File: config.mk
export PLATFORM = sky130hd
export DESIGN_NAME = jtframe_dwnld_pack
export DESIGN_NICKNAME = d
export VERILOG_FILES = /design/src/rtl/jtframe_dwnld_pack_pkg.sv /design/src/rtl/jtframe_dwnld_fifo.sv /design/src/rtl/jtframe_dwnld_pack.sv
export SDC_FILE = /design/constraint.sdc
export NUM_CORES = 1
export LEC_CHECK = 0
export BUFFER_PORTS_ARGS = -buffer_cell sky130_fd_sc_hd__buf_2
export CAP_MARGIN = 20
export CORE_MARGIN = 3
export CORE_UTILIZATION = 55
export DETAILED_ROUTE_END_ITERATION = 10
export GPL_TIMING_DRIVEN = 0
export PLACE_DENSITY = 0.78
export SYNTH_ARGS = -nofsm -noshare
export SYNTH_HDL_FRONTEND = slang
export SYNTH_SLANG_ARGS = --single-unit
File: constraint.sdc
create_clock -name clk -period 6.1 [get_ports clk]
set_input_delay 0.61 -clock clk [delete_from_list [all_inputs] [get_ports clk]]
set_output_delay 0.61 -clock clk [all_outputs]
set_load 0.03 [all_outputs]
File: src/rtl/jtframe_dwnld_pack_pkg.sv
// Shared types for the download write packer: output FSM states and write-mask encodings.
package jtframe_dwnld_pack_pkg;

  typedef enum logic [1:0] {
    ST_IDLE = 2'd0,
    ST_REQ  = 2'd1,
    ST_WAIT = 2'd2
  } state_e;

  // Mask bit set = lane not written; even bytes land in the low lane.
  localparam logic [1:0] MASK_EVEN = 2'b10;
  localparam logic [1:0] MASK_ODD  = 2'b01;
  localparam logic [1:0] MASK_NONE = 2'b11;

endpackage

File: src/rtl/jtframe_dwnld_fifo.sv
// Small register FIFO buffering packed download bytes ahead of the SDRAM write FSM.
module jtframe_dwnld_fifo
  import jtframe_dwnld_pack_pkg::*;
#(
  parameter int W     = 33,
  parameter int DEPTH = 4,
  parameter int PW    = $clog2(DEPTH),
  parameter int CW    = PW + 1
) (
  input  logic          clk,
  input  logic          rst_n,
  input  logic          push_i,
  input  logic          pop_i,
  input  logic [W-1:0]  din_i,
  output logic [W-1:0]  dout_o,
  output logic [CW-1:0] count_o,
  output logic          full_o,
  output logic          empty_o
);

  logic [W-1:0]  mem_q [DEPTH];
  logic [PW-1:0] wr_ptr_q, rd_ptr_q;
  logic [CW-1:0] count_q, count_d;
  logic          do_push, do_pop;

  assign full_o  = (count_q == CW'(DEPTH));
  assign empty_o = (count_q == '0);
  assign do_push = push_i & ~full_o;
  assign do_pop  = pop_i & ~empty_o;
  assign dout_o  = mem_q[rd_ptr_q];
  assign count_o = count_q;

  always_comb begin
    count_d = count_q;
    if (do_push && !do_pop) count_d = count_q + 1'b1;
    else if (!do_push && do_pop) count_d = count_q - 1'b1;
  end

  // Pointers wrap naturally at log2(DEPTH) bits.
  always_ff @(posedge clk or negedge rst_n) begin
    if (!rst_n) begin
      wr_ptr_q <= '0;
      rd_ptr_q <= '0;
      count_q  <= '0;
    end else begin
      if (do_push) wr_ptr_q <= wr_ptr_q + 1'b1;
      if (do_pop)  rd_ptr_q <= rd_ptr_q + 1'b1;
      count_q <= count_d;
    end
  end

  always_ff @(posedge clk) begin
    if (do_push) mem_q[wr_ptr_q] <= din_i;
  end

endmodule

File: src/rtl/jtframe_dwnld_pack.sv
// Maps ioctl download bytes to SDRAM bank/word address, queues them and issues one masked write per byte.
module jtframe_dwnld_pack
  import jtframe_dwnld_pack_pkg::*;
#(
  parameter int          AW        = 22,
  parameter int          DEPTH     = 4,
  parameter logic [25:0] BA1_START = 26'h100_0000,
  parameter logic [25:0] BA2_START = 26'h200_0000,
  parameter logic [25:0] BA3_START = 26'h300_0000
) (
  input  logic          clk,
  input  logic          rst_n,
  input  logic          downloading_i,
  input  logic [25:0]   ioctl_addr_i,
  input  logic [7:0]    ioctl_dout_i,
  input  logic          ioctl_wr_i,
  output logic [AW-1:0] prog_addr_o,
  output logic [15:0]   prog_data_o,
  output logic [1:0]    prog_mask_o,
  output logic [1:0]    prog_ba_o,
  output logic          prog_we_o,
  output logic          prog_rd_o,
  input  logic          prog_ack_i,
  input  logic          prog_rdy_i,
  output logic          dwnld_busy_o,
  output logic          overflow_o
);

  localparam int W  = 2 + AW + 8 + 1;
  localparam int PW = $clog2(DEPTH);
  localparam int CW = PW + 1;

  logic [1:0]    in_ba;
  logic [25:0]   in_base, in_offset;
  logic [W-1:0]  in_entry, head;
  logic [CW-1:0] count;
  logic          full, empty, pop;
  logic          unused_offset;

  always_comb begin
    in_ba   = 2'd0;
    in_base = '0;
    if (ioctl_addr_i >= BA3_START) begin
      in_ba   = 2'd3;
      in_base = BA3_START;
    end else if (ioctl_addr_i >= BA2_START) begin
      in_ba   = 2'd2;
      in_base = BA2_START;
    end else if (ioctl_addr_i >= BA1_START) begin
      in_ba   = 2'd1;
      in_base = BA1_START;
    end
  end

  assign in_offset     = ioctl_addr_i - in_base;
  assign in_entry      = {in_ba, in_offset[AW:1], ioctl_dout_i, in_offset[0]};
  assign unused_offset = ^in_offset[25:AW+1];

  jtframe_dwnld_fifo #(.W(W), .DEPTH(DEPTH), .PW(PW), .CW(CW)) u_fifo (
    .clk     (clk),
    .rst_n   (rst_n),
    .push_i  (ioctl_wr_i),
    .pop_i   (pop),
    .din_i   (in_entry),
    .dout_o  (head),
    .count_o (count),
    .full_o  (full),
    .empty_o (empty)
  );

  state_e        state_q, state_d;
  logic [AW-1:0] addr_q;
  logic [15:0]   data_q;
  logic [1:0]    mask_q, ba_q;
  logic          busy_q, busy_d;
  logic          ovf_q, ovf_d;
  logic          dl_q;

  always_comb begin
    state_d = state_q;
    pop     = 1'b0;
    case (state_q)
      ST_IDLE: if (!empty) begin
        pop     = 1'b1;
        state_d = ST_REQ;
      end
      ST_REQ:  if (prog_ack_i) state_d = prog_rdy_i ? ST_IDLE : ST_WAIT;
      ST_WAIT: if (prog_rdy_i) state_d = ST_IDLE;
      default: state_d = ST_IDLE;
    endcase
  end

  // A drop sets the flag even in the cycle a new download window opens.
  assign ovf_d  = (ovf_q & ~(downloading_i & ~dl_q)) | (ioctl_wr_i & full);
  assign busy_d = downloading_i | (count != '0) | (state_q != ST_IDLE);

  always_ff @(posedge clk or negedge rst_n) begin
    if (!rst_n) begin
      state_q <= ST_IDLE;
      addr_q  <= '0;
      data_q  <= '0;
      mask_q  <= MASK_NONE;
      ba_q    <= '0;
      busy_q  <= 1'b0;
      ovf_q   <= 1'b0;
      dl_q    <= 1'b0;
    end else begin
      state_q <= state_d;
      busy_q  <= busy_d;
      ovf_q   <= ovf_d;
      dl_q    <= downloading_i;
      if (pop) begin
        ba_q   <= head[W-1 -: 2];
        addr_q <= head[W-3 -: AW];
        data_q <= {head[8:1], head[8:1]};
        mask_q <= head[0] ? MASK_ODD : MASK_EVEN;
      end
    end
  end

  assign prog_we_o    = (state_q == ST_REQ);
  assign prog_rd_o    = 1'b0;
  assign prog_addr_o  = addr_q;
  assign prog_data_o  = data_q;
  assign prog_mask_o  = mask_q;
  assign prog_ba_o    = ba_q;
  assign dwnld_busy_o = busy_q;
  assign overflow_o   = ovf_q;

endmodule

Yosys cells after proc, flatten, opt, wreduce, memory -nomap -nowiden
Memories as Yosys holds them, arrays and structs flattened.
Index checks and enable logic that the tools add are counted.
- flip-flop bits (word level): 54
- memory bits (writable): 132
- input port bits: 40
- output and inout bits: 46
- logic and storage cells: 65
- memories kept: 1
- $add $sub $neg: 5
- magnitude comparators: 3
- equal/unequal tests: 6
- mux-type cells: 17
- bitwise logic cells: 12
- reduce and logical (&&, ||, !) cells: 10
- memory list (memory ; words ; width ; rd ports ; clocked after Yosys merged registers in ; wr ports ; line ; source):
    u_fifo.mem_q ; 4 ; 33 ; 1 ; 0 ; 1 ; jtframe_dwnld_fifo.sv:21 ; logic [W-1:0] mem_q [DEPTH];
- operators by type and width (cell ; count):
    $ge A26 B26 Y1 const B ; 2
    $mux W23 ; 2
    $ge A26 B25 Y1 const B ; 1
    $sub A23 B23 Y23 ; 1
    $mux W2 ; 7
    $mux W3 ; 2
    $pmux W2 S3 ; 1
    $and A1 B1 Y1 ; 5
    $mux W1 ; 5
    $add A2 B1 Y2 const B ; 2
    $ne A2 B2 Y1 const B ; 2
    $not A1 Y1 ; 4
    $reduce_bool A2 Y1 ; 2
    $add A3 B1 Y3 const B ; 1
    $eq A3 B3 Y1 const B ; 1
    $logic_not A3 Y1 ; 1
    $or A1 B1 Y1 ; 3
    $reduce_and A3 Y1 ; 1
    $reduce_bool A3 Y1 ; 1
    $sub A3 B1 Y3 const B ; 1
    $eq A2 B1 Y1 const B ; 1
    $eq A2 B2 Y1 const B ; 1
    $logic_and A1 B1 Y1 ; 2
    $logic_not A1 Y1 ; 2
    other kinds (2) ; 2

Longest topological paths before layout
Gate-level depths: netlist of run 1.
- word-level depth: 7
- depth in mapped cells: 10
- depth with buffers taken out: 8

Cells and area by module
Synthesis of run 1 repeated with hierarchy kept, for this count alone.
- cell total of the unflattened synthesis: 310
- area total of the unflattened synthesis: 6804.0 µm²
- by module, submodules not included (module ; instances ; cells an instance ; area an instance (µm²) ; seq. area each (µm²)):
    jtframe_dwnld_fifo ; 1 ; 209 ; 5242.5 ; 4139.0
    jtframe_dwnld_pack ; 1 ; 101 ; 1561.5 ; 978.4

Worst setup path after synthesis of run 1
Ideal clock, no wire load.
- path kind: input to register
- start: in ioctl_wr_i
- end: mem u_fifo.mem_q[0][0] (enable)
- setup time: 0.393 ns
- data arrival time: 1.840 ns
- data required time: 5.707 ns
- slack: 3.867 ns
- stages: 2
- buffers on the path: 0
- cell sequence: a21boi_1 > and2_1
- word-level cells in the longest chain between the ends: 3
- RTL lines (item ; line ; source):
    from (decl) ; jtframe_dwnld_pack.sv:16 ; input logic ioctl_wr_i,
    $and A1 B1 Y1 ; jtframe_dwnld_fifo.sv:28 ; assign do_push = push_i & ~full_o;
    $mux W1 ; jtframe_dwnld_fifo.sv:53 ; if (do_push) mem_q[wr_ptr_q] <= din_i;
    $mux W1 (not written as such) ; jtframe_dwnld_fifo.sv:53 ;
    to (decl) ; jtframe_dwnld_fifo.sv:21 ;
Every way passes these cells.

Worst setup path after layout of run 1
- start: reg u_fifo.count_q[0] (netlist: u_fifo.count_o[0])
- end: reg u_fifo.count_q[2] (netlist: u_fifo.count_o[2])
- word-level cells in the longest chain between the ends: 7
- elaborated cells on any way between the ends: 17
- those cells by class: 2 x add/sub; 1 x eq/ne; 4 x mux; 4 x bitwise; 6 x reduce/logical
- RTL lines (item ; line ; source):
    from (decl) ; jtframe_dwnld_fifo.sv:23 ; logic [CW-1:0] count_q, count_d;
    from (signal assigned) ; jtframe_dwnld_fifo.sv:48 ; count_q <= count_d;
    $logic_not A3 Y1 ; jtframe_dwnld_fifo.sv:27 ; assign empty_o = (count_q == '0);
    $mux W1 ; jtframe_dwnld_pack.sv:83 ; ST_IDLE: if (!empty) begin
    $mux W1 ; jtframe_dwnld_pack.sv:82 ; case (state_q)
    $and A1 B1 Y1 ; jtframe_dwnld_fifo.sv:29 ; assign do_pop = pop_i & ~empty_o;
    $logic_not A1 Y1 ; jtframe_dwnld_fifo.sv:35 ; if (do_push && !do_pop) count_d = count_q + 1'b1;
    $logic_and A1 B1 Y1 ; jtframe_dwnld_fifo.sv:35 ;
    $mux W3 or $reduce_bool A2 Y1 (tied branches) ; - ;
Several ways; a longest one is shown, not always the timed one. The select of a mux whose other input is x is not followed.
A chain may end at the register's enable or synchronous reset.

==> qor.yml, run 1 <==
cts:
  clk_pin_slew_ps: 70
  cts_hold_buf: 0
  cts_max_level: 4
  clkLatencyLatePin_ps: 420
  cts_tree: "done"
  cts_setup_buffers: 0
  ctsLongestPathBuffers: 2
  clock-sinks: 178
  post_cts_resize_count: 0
  cts_buffers: 17
  cts.root.buffer_cell: "clkbuf_16"
layout:
  drive_gt1_frac: 0.4847
  layout_commonest_cell: "edfxtp_1"
  num-fill-cells: 736
  fin_cells: 568
  insertedDiodeCount: 0
  layout_common_cells: "132 x edfxtp_1, 83 x buf_2, 44 x dfrtp_1, 34 x mux2_2, 28 x mux4_2"
  nNetsFinal: 458
  stdcell_area_sq_mm: 0.008026
  area_growth_pct: 19.04
critical_path:
  reg2reg_from: "u_fifo.count_o[0]"
  crit_arrival_ps: 2730
  startpoint_type: "register"
  cp_max_fo: 10
  crit_path_end_kind: "register"
  worstPathRequired_ps: 6450
  worstSetupPathType: "reg -> reg"
  reg2reg_slack_ps: 3720
  timing.rr.end: "u_fifo.count_o[2]"
  reg2reg_depth: 10
placed_design:
  dp_cells: 536
  placed_area_sq_mm: 0.007432
  io_buffers: 81
  place.gp.congestion: 0.6921
  dp_hpwl_mm: 7.355
timing:
  finalHoldViolCount: 0
  slew_viol_final: 0
  slew_headroom: 0.5230
  layout_min_cycle_time_ps: 2380
  rsz0062_at_grt: "false"
  setup_viol: 0
  tns_ps: 0
  finClkSkew_ps: 10.82
  fin_hold_ws_ps: 180.7
  max_clock_freq_ghz: 0.4201
  tightest_slew_ps: 715.5
  period_share: 0.3902
synthesis:
  ys_seq_elements: 178
  synth.yosys.seq_area_share: 0.7590
  ys_warn_count: 0
  synth_top_area_frac: 0.5879
  synth.cell_area_sq_mm: 0.006743
  synth_cell_types: 30
  synth_ff_type: "edfxtp_1"
  synth_edf_count: 132
  yosys.area.top_type: "edfxtp_1"
  avgSynthCellArea_sq_um: 21.96
  synth_area_leaders: "edfxtp_1 59%, dfrtp_1 16%, mux4_2 9.4%, mux2_2 5.7%, mux4_1 1.9%"
  synth.net_count: 353
  synth-async-reset-ratio: 0.2584
  synth_cells: 307
routing:
  viasPerCell: 5.505
  wl_per_cell_um: 20.08
  dr.pass1.iters: 4
  drtAntennaViolNets: 0
  drtIter0Drc: 126
  routed_wl_mm: 11.40
  vias: 3127
  drcViolationCount: 0
global_routing:
  grt_max_degree: 28
  grt.busiest_layer: "met2"
  grt_pass1_vias: 3334
  met3_usage: 0.04404
  track_usage: 0.1794
  met2_usage: 0.3106
  grt_pass1_wl_mm: 17.63
  grt_antenna_before_repair: 0
  use_met1: 0.2187
  grt.overflow.total: 0
floorplan:
  die_area_sq_mm: 0.01362
  pin_count: 86
  dieHeight_um: 116.7
  rows: 39
  core_sq_mm: 0.01171
  die_w_um: 116.7
  start_util: 0.5757
pwr:
  leakagePower_uw: 0.002994
  powerDensity_mw_per_mm2: 553.9
  ir_worst_vdd_mv: 0.2223
worst_hold_path:
  hold_class: "in -> async"
flow_run:
  maxCapViolations: 0
status:
  status: "completed"
## worst max-delay path, stage by stage, from the launching register on
cell and delay, ps:
dfrtp_1 430, or3_1 370, buf_2 180, nand2_8 120, buf_6 170, ha_1 190
inv_1 60, fa_1 370, xor2_1 150, nor2_1 120, xor2_1 140
## kinds of logic (layout without fill, tap and decap cells)
| group | Yosys count | in the layout | synth area share |
|---|---|---|---|
| adders and majority gates | 6 | 6 | 0.01225 |
| and+or+nand+nor | 15 | 15 | 0.01447 |
| buffers and inverters | 27 | 145 | 0.02821 |
| DFF | 178 | 178 | 0.7590 |
| other | 1 | 1 | 0.0005562 |
| muxes | 68 | 68 | 0.1720 |
| AOI/OAI and AO/OA | 6 | 6 | 0.005753 |
| xor gates and xnor gates | 6 | 6 | 0.007794 |
## per-stage QoR
stage / setup WS, ps / total power, uW / util
6_report: 3720 / 4446 / 0.6854
3_3_place_gp: 3057 / 3340 / 0.6256
4_1_cts: 3691 / 4495 / 0.6854
3_5_place_dp: 3687 / 3428 / 0.6346
5_1_grt: 3574 / 4661 / 0.6854
2_1_floorplan: 3867 / 2979 / -
## how the worst max path moves through the flow
| stage | start | to | slack [ps] | cells after the start |
|---|---|---|---|---|
| detailed placement | ioctl_wr_i | u_fifo.count_o[2] | 3690 | 8 |
| global placement | ioctl_wr_i | u_fifo.mem_q[2][15] | 3060 | 3 |
| global route | u_fifo.count_o[0] | u_fifo.count_o[2] | 3570 | 10 |
| finish | u_fifo.count_o[0] | u_fifo.count_o[2] | 3720 | 10 |
| CTS | u_fifo.count_o[0] | u_fifo.count_o[2] | 3690 | 10 |
| floorplan | ioctl_wr_i | u_fifo.mem_q[0][0] | 3870 | 2 |
## synthesized netlist by cell type (2+ instances only)
cell type  count
buf_2          2
nor2_1         4
xnor2_1        4
buf_4          9
inv_1          4
xor2_1         2
ha_1           5
mux4_2        28
dfrtp_1       44
mux2_2        34
nand2b_1       2
dfstp_2        2
and2_1         4
a21oi_1        2
mux4_1         5
buf_6          7
clkbuf_1       5
edfxtp_1     132
## power breakdown
part | total, uW | switching [uW] | internal [uW]
Combinational | 1580 | 867 | 716
Clock | 1070 | 449 | 618
Sequential | 1800 | 131 | 1660
Total | 4450 | 1450 | 3000
## per-layer routing
metal / routed length [um] / up-vias
li1: - / 1418
met1: 4601 / 1628
met2: 6187 / 63
met3: 423 / 18
met4: 191 / 0
met5: 0 / -
## sequential cells by signal (all words and copies together) (netlist names)
signal           count
u_fifo.wr_ptr_q      2
u_fifo.count_o       3
prog_ba_o            2
prog_mask_o          2
u_fifo.mem_q       132
prog_addr_o         22
dwnld_busy_o         1
overflow_o           1
dl_q                 1
state_q              2
prog_data_o          8
u_fifo.rd_ptr_q      2
## final cells by class
class / count / area, sq um / share of cell area
tap: 143 / 178.9 / 0.02229
multi-input combinational: 102 / 1440 / 0.1794
clock buffer: 18 / 439.2 / 0.05472
clock inverter: 14 / 155.1 / 0.01933
timing repair buffer: 86 / 505.5 / 0.06298
sequential: 178 / 5117 / 0.6376
inverter: 4 / 15.01 / 0.001871
buffer: 23 / 175.2 / 0.02182
(Power assumes the default switching activity.)
==> run 2: changes to the inputs <==
==> constraint.sdc (replaced) <==
create_clock -name clk -period 2.43 [get_ports clk]
set_input_delay 0.243 -clock clk [delete_from_list [all_inputs] [get_ports clk]]
set_output_delay 0.243 -clock clk [all_outputs]
set_load 0.03 [all_outputs]
==> run 2 against run 1 <==
Flip-flop and latch count unchanged. Global-route usage hardly changed. Largest power group unchanged. First-iteration DRC count rose by 17%. Count of clock-buffer cells in the layout unchanged. Cell count rose by 0.35%.
==> qor.yml, run 2 (synthesized netlist as in run 1, its figures left out) <==
critical_path:
  reg2reg_slack_ps: 150  # was 3720 ps
  cp_max_fo: 18  # was 10
  crit_arrival_ps: 2630  # was 2730 ps
  crit_path_end_kind: "register"  # unchanged
  worstSetupPathType: "reg -> reg"  # unchanged
  startpoint_type: "register"  # unchanged
  worstPathRequired_ps: 2770  # was 6450 ps
routing:
  vias: 3153  # was 3127
  viasPerCell: 5.532  # was 5.505
  dr.pass1.iters: 5  # was 4
  drtIter0Drc: 148  # was 126
  drcViolationCount: 0  # unchanged
  wl_per_cell_um: 20.13  # was 20.08 um
  routed_wl_mm: 11.48  # was 11.40 mm
  drtAntennaViolNets: 0  # unchanged
global_routing:
  grt.overflow.total: 0  # unchanged
  met3_usage: 0.04404  # unchanged
  use_met1: 0.2180  # was 0.2187
  grt_antenna_before_repair: 0  # unchanged
  track_usage: 0.1793  # was 0.1794
  grt_pass1_vias: 3338  # was 3334
  grt_pass1_wl_mm: 17.62  # was 17.63 mm
  met2_usage: 0.3110  # was 0.3106
  grt_max_degree: 28  # unchanged
  grt.busiest_layer: "met2"  # unchanged
timing:
  slew_headroom: 0.5223  # was 0.5230
  finClkSkew_ps: 9.020  # was 10.82 ps
  period_share: 0.9396  # was 0.3902
  slew_viol_final: 0  # unchanged
  layout_min_cycle_time_ps: 2283  # was 2380 ps
  timing.final.ws_setup_ps: 146.8  # was 3720 ps
  tightest_slew_ps: 716.6  # was 715.5 ps
  max_clock_freq_ghz: 0.4380  # was 0.4201 GHz
  finalHoldViolCount: 0  # unchanged
  setup_viol: 0  # unchanged
placed_design:
  place_ws_ps: 29.65  # was 3687 ps
  io_buffers: 81  # unchanged
  dp_hpwl_mm: 7.355  # unchanged
  place.gp.congestion: 0.6921  # unchanged
cts:
  cts.root.buffer_cell: "clkbuf_16"  # unchanged
  cts_setup_buffers: 0  # unchanged
  ctsLongestPathBuffers: 2  # unchanged
  cts_buffers: 17  # unchanged
  clkLatencyLatePin_ps: 410  # was 420 ps
  clk_pin_slew_ps: 70  # about the same
  cts_tree: "done"  # unchanged
  cts_max_level: 4  # unchanged
  clock-sinks: 178  # unchanged
floorplan:
  rows: 39  # unchanged
  die_w_um: 116.7  # unchanged
  dieHeight_um: 116.7  # unchanged
  core_sq_mm: 0.01171  # unchanged
  die_area_sq_mm: 0.01362  # unchanged
  start_util: 0.5757  # unchanged
  pin_count: 86  # unchanged
layout:
  largest_register_ffs: 132  # unchanged
  layout_commonest_cell: "edfxtp_1"  # unchanged
  nNetsFinal: 460  # was 458
  utilization: 0.6873  # was 0.6854
  top_register: "u_fifo.mem_q"  # unchanged
  area_growth_pct: 19.37  # was 19.04%
  drive_gt1_frac: 0.4848  # was 0.4847
  insertedDiodeCount: 0  # unchanged
  num-fill-cells: 734  # was 736
  layout_common_cells: "132 x edfxtp_1, 83 x buf_2, 43 x dfrtp_1, 34 x mux2_2, 28 x mux4_2"  # was 132 x edfxtp_1, 83 x buf_2, 44 x dfrtp_1, 34 x mux2_2, 28 x mux4_2
pwr:
  power.switching_uw: 3631  # was 1447 uW
  p_int_uw: 7517  # was 2999 uW
  power_frac_seq: 0.405  # was 0.404
  leakagePower_uw: 0.002998  # was 0.002994 uW
  switching_share: 0.3257  # was 0.3255
  ir_worst_vdd_mv: 0.5565  # was 0.2223 mV
  powerDensity_mw_per_mm2: 1385  # was 553.9 mW/mm^2
  p_clk_frac: 0.240  # about the same
  combPwrFrac: 0.355  # was 0.356
worst_hold_path:
  hold_class: "in -> reg"  # was in -> async
flow_run:
  maxCapViolations: 0  # unchanged
status:
  status: "completed"  # unchanged
## run 2: worst max-delay path, cell delays in order, from the launching register on
cell	delay, ps
dfrtp_2	440
or3_1	360
buf_2	180
nand2_8	170
ha_2	220
inv_1	60
fa_1	370
xor2_1	160
nor2_1	120
xor2_1	140
## run 2: metrics by stage
step	instances	hold slack, ps	power [uW]	area [sq um]	setup TNS [ps]
global route	570	23.76	11690	8049	-7.248
detailed placement	536	257.2	8604	7432	0
global placement	531	383.2	8385	7327	-49580
finish	570	38.26	11150	8049	0
floorplan	307	-52.59	7479	6743	0
CTS	571	24.17	11290	8056	0
## run 2: area by class of cell
class                   count  area, sq um  share of cell area
inverters                   4        15.01            0.001865
flip-flops and latches    178         5119              0.6359
plain buffers              22        163.9             0.02036
clock buffers              18        439.2             0.05456
clock inverters            14        155.1             0.01928
repair buffers             89        535.5             0.06653
multi-input cells         102         1443              0.1792
well taps                 143        178.9             0.02223
## run 2: final timing paths
kind	startpoint	endpoint	depth (start not counted)
setup reg to reg	u_fifo.count_o[0]	u_fifo.count_o[2]	9
min in group asynchronous	rst_n	prog_addr_o[7]	2
hold reg to reg	prog_addr_o[18]	prog_addr_o[18]	1
hold / removal	ioctl_addr_i[6]	u_fifo.mem_q[0][14]	1
setup / recovery	u_fifo.count_o[0]	u_fifo.count_o[2]	9
max in group asynchronous	rst_n	prog_mask_o[1]	3
## run 2: what timing repair did
action,in CTS,in global routing
hold endpoints to repair,21,0
setup endpoints to repair,0,2
hold buffers,3,0
resized for setup,0,2
## run 2: per-layer routing
layer / wire length, um / share of wire
met1: 4561 / 0.40
met4: 191 / 0.017
met3: 477 / 0.042
met2: 6245 / 0.54
met5: 0 / 0
## run 2: power groups by stage
stage	Combinational [uW]	Clock, uW	Sequential [uW]
after floorplan	2380	0	5100
after global placement	3840	0	4550
after detailed placement	4030	0	4570
after CTS	4060	2710	4520
after global routing	4260	2830	4590
final	3960	2680	4510
==> run 3: changes to the inputs <==
--- a/config.mk
+++ b/config.mk
@@ -12,6 +12,7 @@
 export DETAILED_ROUTE_END_ITERATION = 10
 export GPL_TIMING_DRIVEN = 0
 export PLACE_DENSITY = 0.78
+export REMOVE_ABC_BUFFERS = 1
 export SYNTH_ARGS = -nofsm -noshare
 export SYNTH_HDL_FRONTEND = slang
 export SYNTH_SLANG_ARGS = --single-unit
==> run 3 against run 2 <==
Worst setup slack improved by 14 ps. Utilization decreased by 0.97 points. Global-route usage increased by 0.40 points. Non-clock buffer count decreased by 19. Clock power about the same. Routed wire length decreased by 2.3%. Design area decreased by 1.4%. Clock skew decreased by 1.1 ps. Via count decreased by 2.5%. Die area unchanged. Hold slack got worse by 2.5 ps. Sequential share of layout area increased by 0.93 points. Largest cell class unchanged.
==> qor.yml, run 3 (synthesized netlist as in run 1, its figures left out) <==
routing:
  drtIter0Drc: 127  # was 148
  drcViolationCount: 0  # unchanged
  dr.pass1.iters: 4  # was 5
  drtAntennaViolNets: 0  # unchanged
  viasPerCell: 5.569  # was 5.532
  vias: 3074  # was 3153
  routed_wl_mm: 11.21  # was 11.48 mm
  wl_per_cell_um: 20.31  # was 20.13 um
status:
  status: "completed"  # unchanged
critical_path:
  crit_cells: 8  # was 9
  worstSetupPathType: "reg -> reg"  # unchanged
  cp_max_fo: 18  # unchanged
  critPathMaxStageDelay_ps: 490  # was 440 ps
  worstPathRequired_ps: 2770  # about the same
  reg2reg_slack_ps: 160  # was 150 ps
  timing.rr.end: "u_fifo.count_o[2]"  # unchanged
  cp-endpoint: "u_fifo.count_o[2]"  # unchanged
  reg2reg_depth: 8  # was 9
  startpoint_type: "register"  # unchanged
  crit_start: "u_fifo.count_o[0]"  # unchanged
  crit_chain: "or3_4, nand2_8, ha_1, inv_1, fa_1, xor2_1, nor2_1, xor2_1"  # was or3_1, buf_2, nand2_8, ha_2, inv_1, fa_1, xor2_1, nor2_1, xor2_1
  slowest_stage: "or3_4"  # was dfrtp_2
  worst_path_dominant_cell_family: "simple AND/OR/NAND/NOR gates"  # unchanged
  crit_arrival_ps: 2600  # was 2630 ps
  crit_path_end_kind: "register"  # unchanged
  worst-path-buf-inv: 1  # was 2
  crit_top_cell: "xor2_1"  # unchanged
  reg2reg_from: "u_fifo.count_o[0]"  # unchanged
placed_design:
  placed_area_sq_mm: 0.007297  # was 0.007432 sq mm
  dp_hpwl_mm: 6.391  # was 7.355 mm
  dp_cells: 516  # was 536
  place.gp.congestion: 0.6799  # was 0.6921
  io_buffers: 83  # was 81
timing:
  period_share: 0.9336  # was 0.9396
  slew_headroom: 0.4016  # was 0.5223
  slew_viol_final: 0  # unchanged
  tightest_slew_ps: 897.7  # was 716.6 ps
  finClkSkew_ps: 7.949  # was 9.020 ps
  layout_min_cycle_time_ps: 2269  # was 2283 ps
  rsz0062_at_grt: "false"
  setup_viol: 0  # unchanged
  finalHoldViolCount: 0  # unchanged
  max_clock_freq_ghz: 0.4408  # was 0.4380 GHz
  fin_hold_ws_ps: 35.79  # was 38.26 ps
global_routing:
  grt_pass1_wl_mm: 17.60  # was 17.62 mm
  grt_antenna_before_repair: 1  # was 0
  grt_max_degree: 35  # was 28
  grt_pass1_vias: 3321  # was 3338
  grt.overflow.total: 0  # unchanged
  track_usage: 0.1833  # was 0.1793
flow_run:
  maxCapViolations: 0  # unchanged
floorplan:
  die_w_um: 116.7  # unchanged
  rows: 39  # unchanged
  start_util: 0.5757  # unchanged
  pin_count: 86  # unchanged
  core_sq_mm: 0.01171  # unchanged
  dieHeight_um: 116.7  # unchanged
  die_area_sq_mm: 0.01362  # unchanged
layout:
  nNetsFinal: 442  # was 460
  layout_commonest_cell: "edfxtp_1"  # unchanged
  stdcell_area_sq_mm: 0.007935  # was 0.008049 sq mm
  fin_cells: 552  # was 570
  num-fill-cells: 778  # was 734
  insertedDiodeCount: 0  # unchanged
  area_growth_pct: 17.68  # was 19.37%
  top_register: "u_fifo.mem_q"  # unchanged
  layout_common_cells: "132 x edfxtp_1, 83 x buf_2, 42 x dfrtp_1, 34 x mux2_2, 28 x mux4_2"  # was 132 x edfxtp_1, 83 x buf_2, 43 x dfrtp_1, 34 x mux2_2, 28 x mux4_2
  drive_gt1_frac: 0.4645  # was 0.4848
  largest_register_ffs: 132  # unchanged
cts:
  ctsLongestPathBuffers: 2  # unchanged
  cts_max_level: 4  # unchanged
  clkLatencyLatePin_ps: 420  # was 410 ps
  cts_buffers: 17  # unchanged
  clock-sinks: 178  # unchanged
  clk_pin_slew_ps: 60  # was 70 ps
  cts_tree: "done"  # unchanged
  cts.root.buffer_cell: "clkbuf_16"  # unchanged
pwr:
  powerDensity_mw_per_mm2: 1380  # was 1385 mW/mm^2
  ir_worst_vdd_mv: 0.8860  # was 0.5565 mV
  power_uw: 10950  # was 11150 uW
  leakagePower_uw: 0.002944  # was 0.002998 uW
worst_hold_path:
  hold_class: "in -> reg"  # unchanged
## run 3: cell type report
cell class / instances / area, sq um / area share
Clock buffer: 27 / 513.0 / 0.06465
Clock inverter: 5 / 76.32 / 0.009618
Inverter: 4 / 15.01 / 0.001892
Multi-Input combinational cell: 103 / 1459 / 0.1839
Sequential cell: 178 / 5120 / 0.6452
Tap cell: 143 / 178.9 / 0.02255
Timing Repair Buffer: 92 / 573.1 / 0.07222
## run 3: repair_timing
item | CTS | global route
resized for setup | 2 | 0
hold buffers | 3 | 0
setup endpoints to repair | 1 | 0
buffers inserted | 0 | 0
hold endpoints to repair | 19 | 0
## run 3: worst min-delay path by stage
stage,startpoint,end,slack [ps],cells after the start
2_1_floorplan,rst_n,dl_q,-50,0
3_3_place_gp,downloading_i,dl_q,380,1
3_5_place_dp,rst_n,u_fifo.count_o[0],240,1
4_1_cts,prog_ack_i,state_q[0],10,2
5_1_grt,ioctl_addr_i[24],u_fifo.mem_q[2][31],20,1
6_report,prog_ack_i,state_q[0],40,2
## run 3: per-layer routing
layer  vias to the layer above  global-route usage  share of wire
met2                        75              0.3091           0.52
met4                         2             0.07569          0.017
li1                       1387                   -              -
met5                         -                   0        0.00098
met1                      1593              0.2196           0.41
met3                        17             0.05855          0.052
## run 3: where the power goes
part           internal [uW]  switching (uW)
sequential              4180             524
clock                   1650            1010
combinational           1630            1960
total                   7460            3490
## run 3: through the flow
stage | setup WS [ps] | util | TNS, ps
after floorplan | -35.36 | - | -169.5
after global placement | -651.7 | 0.6115 | -79390
after detailed placement | -36.27 | 0.6231 | -36.27
after CTS | 125.1 | 0.6776 | 0
after global routing | 0.7143 | 0.6776 | 0
final | 161.3 | 0.6776 | 0
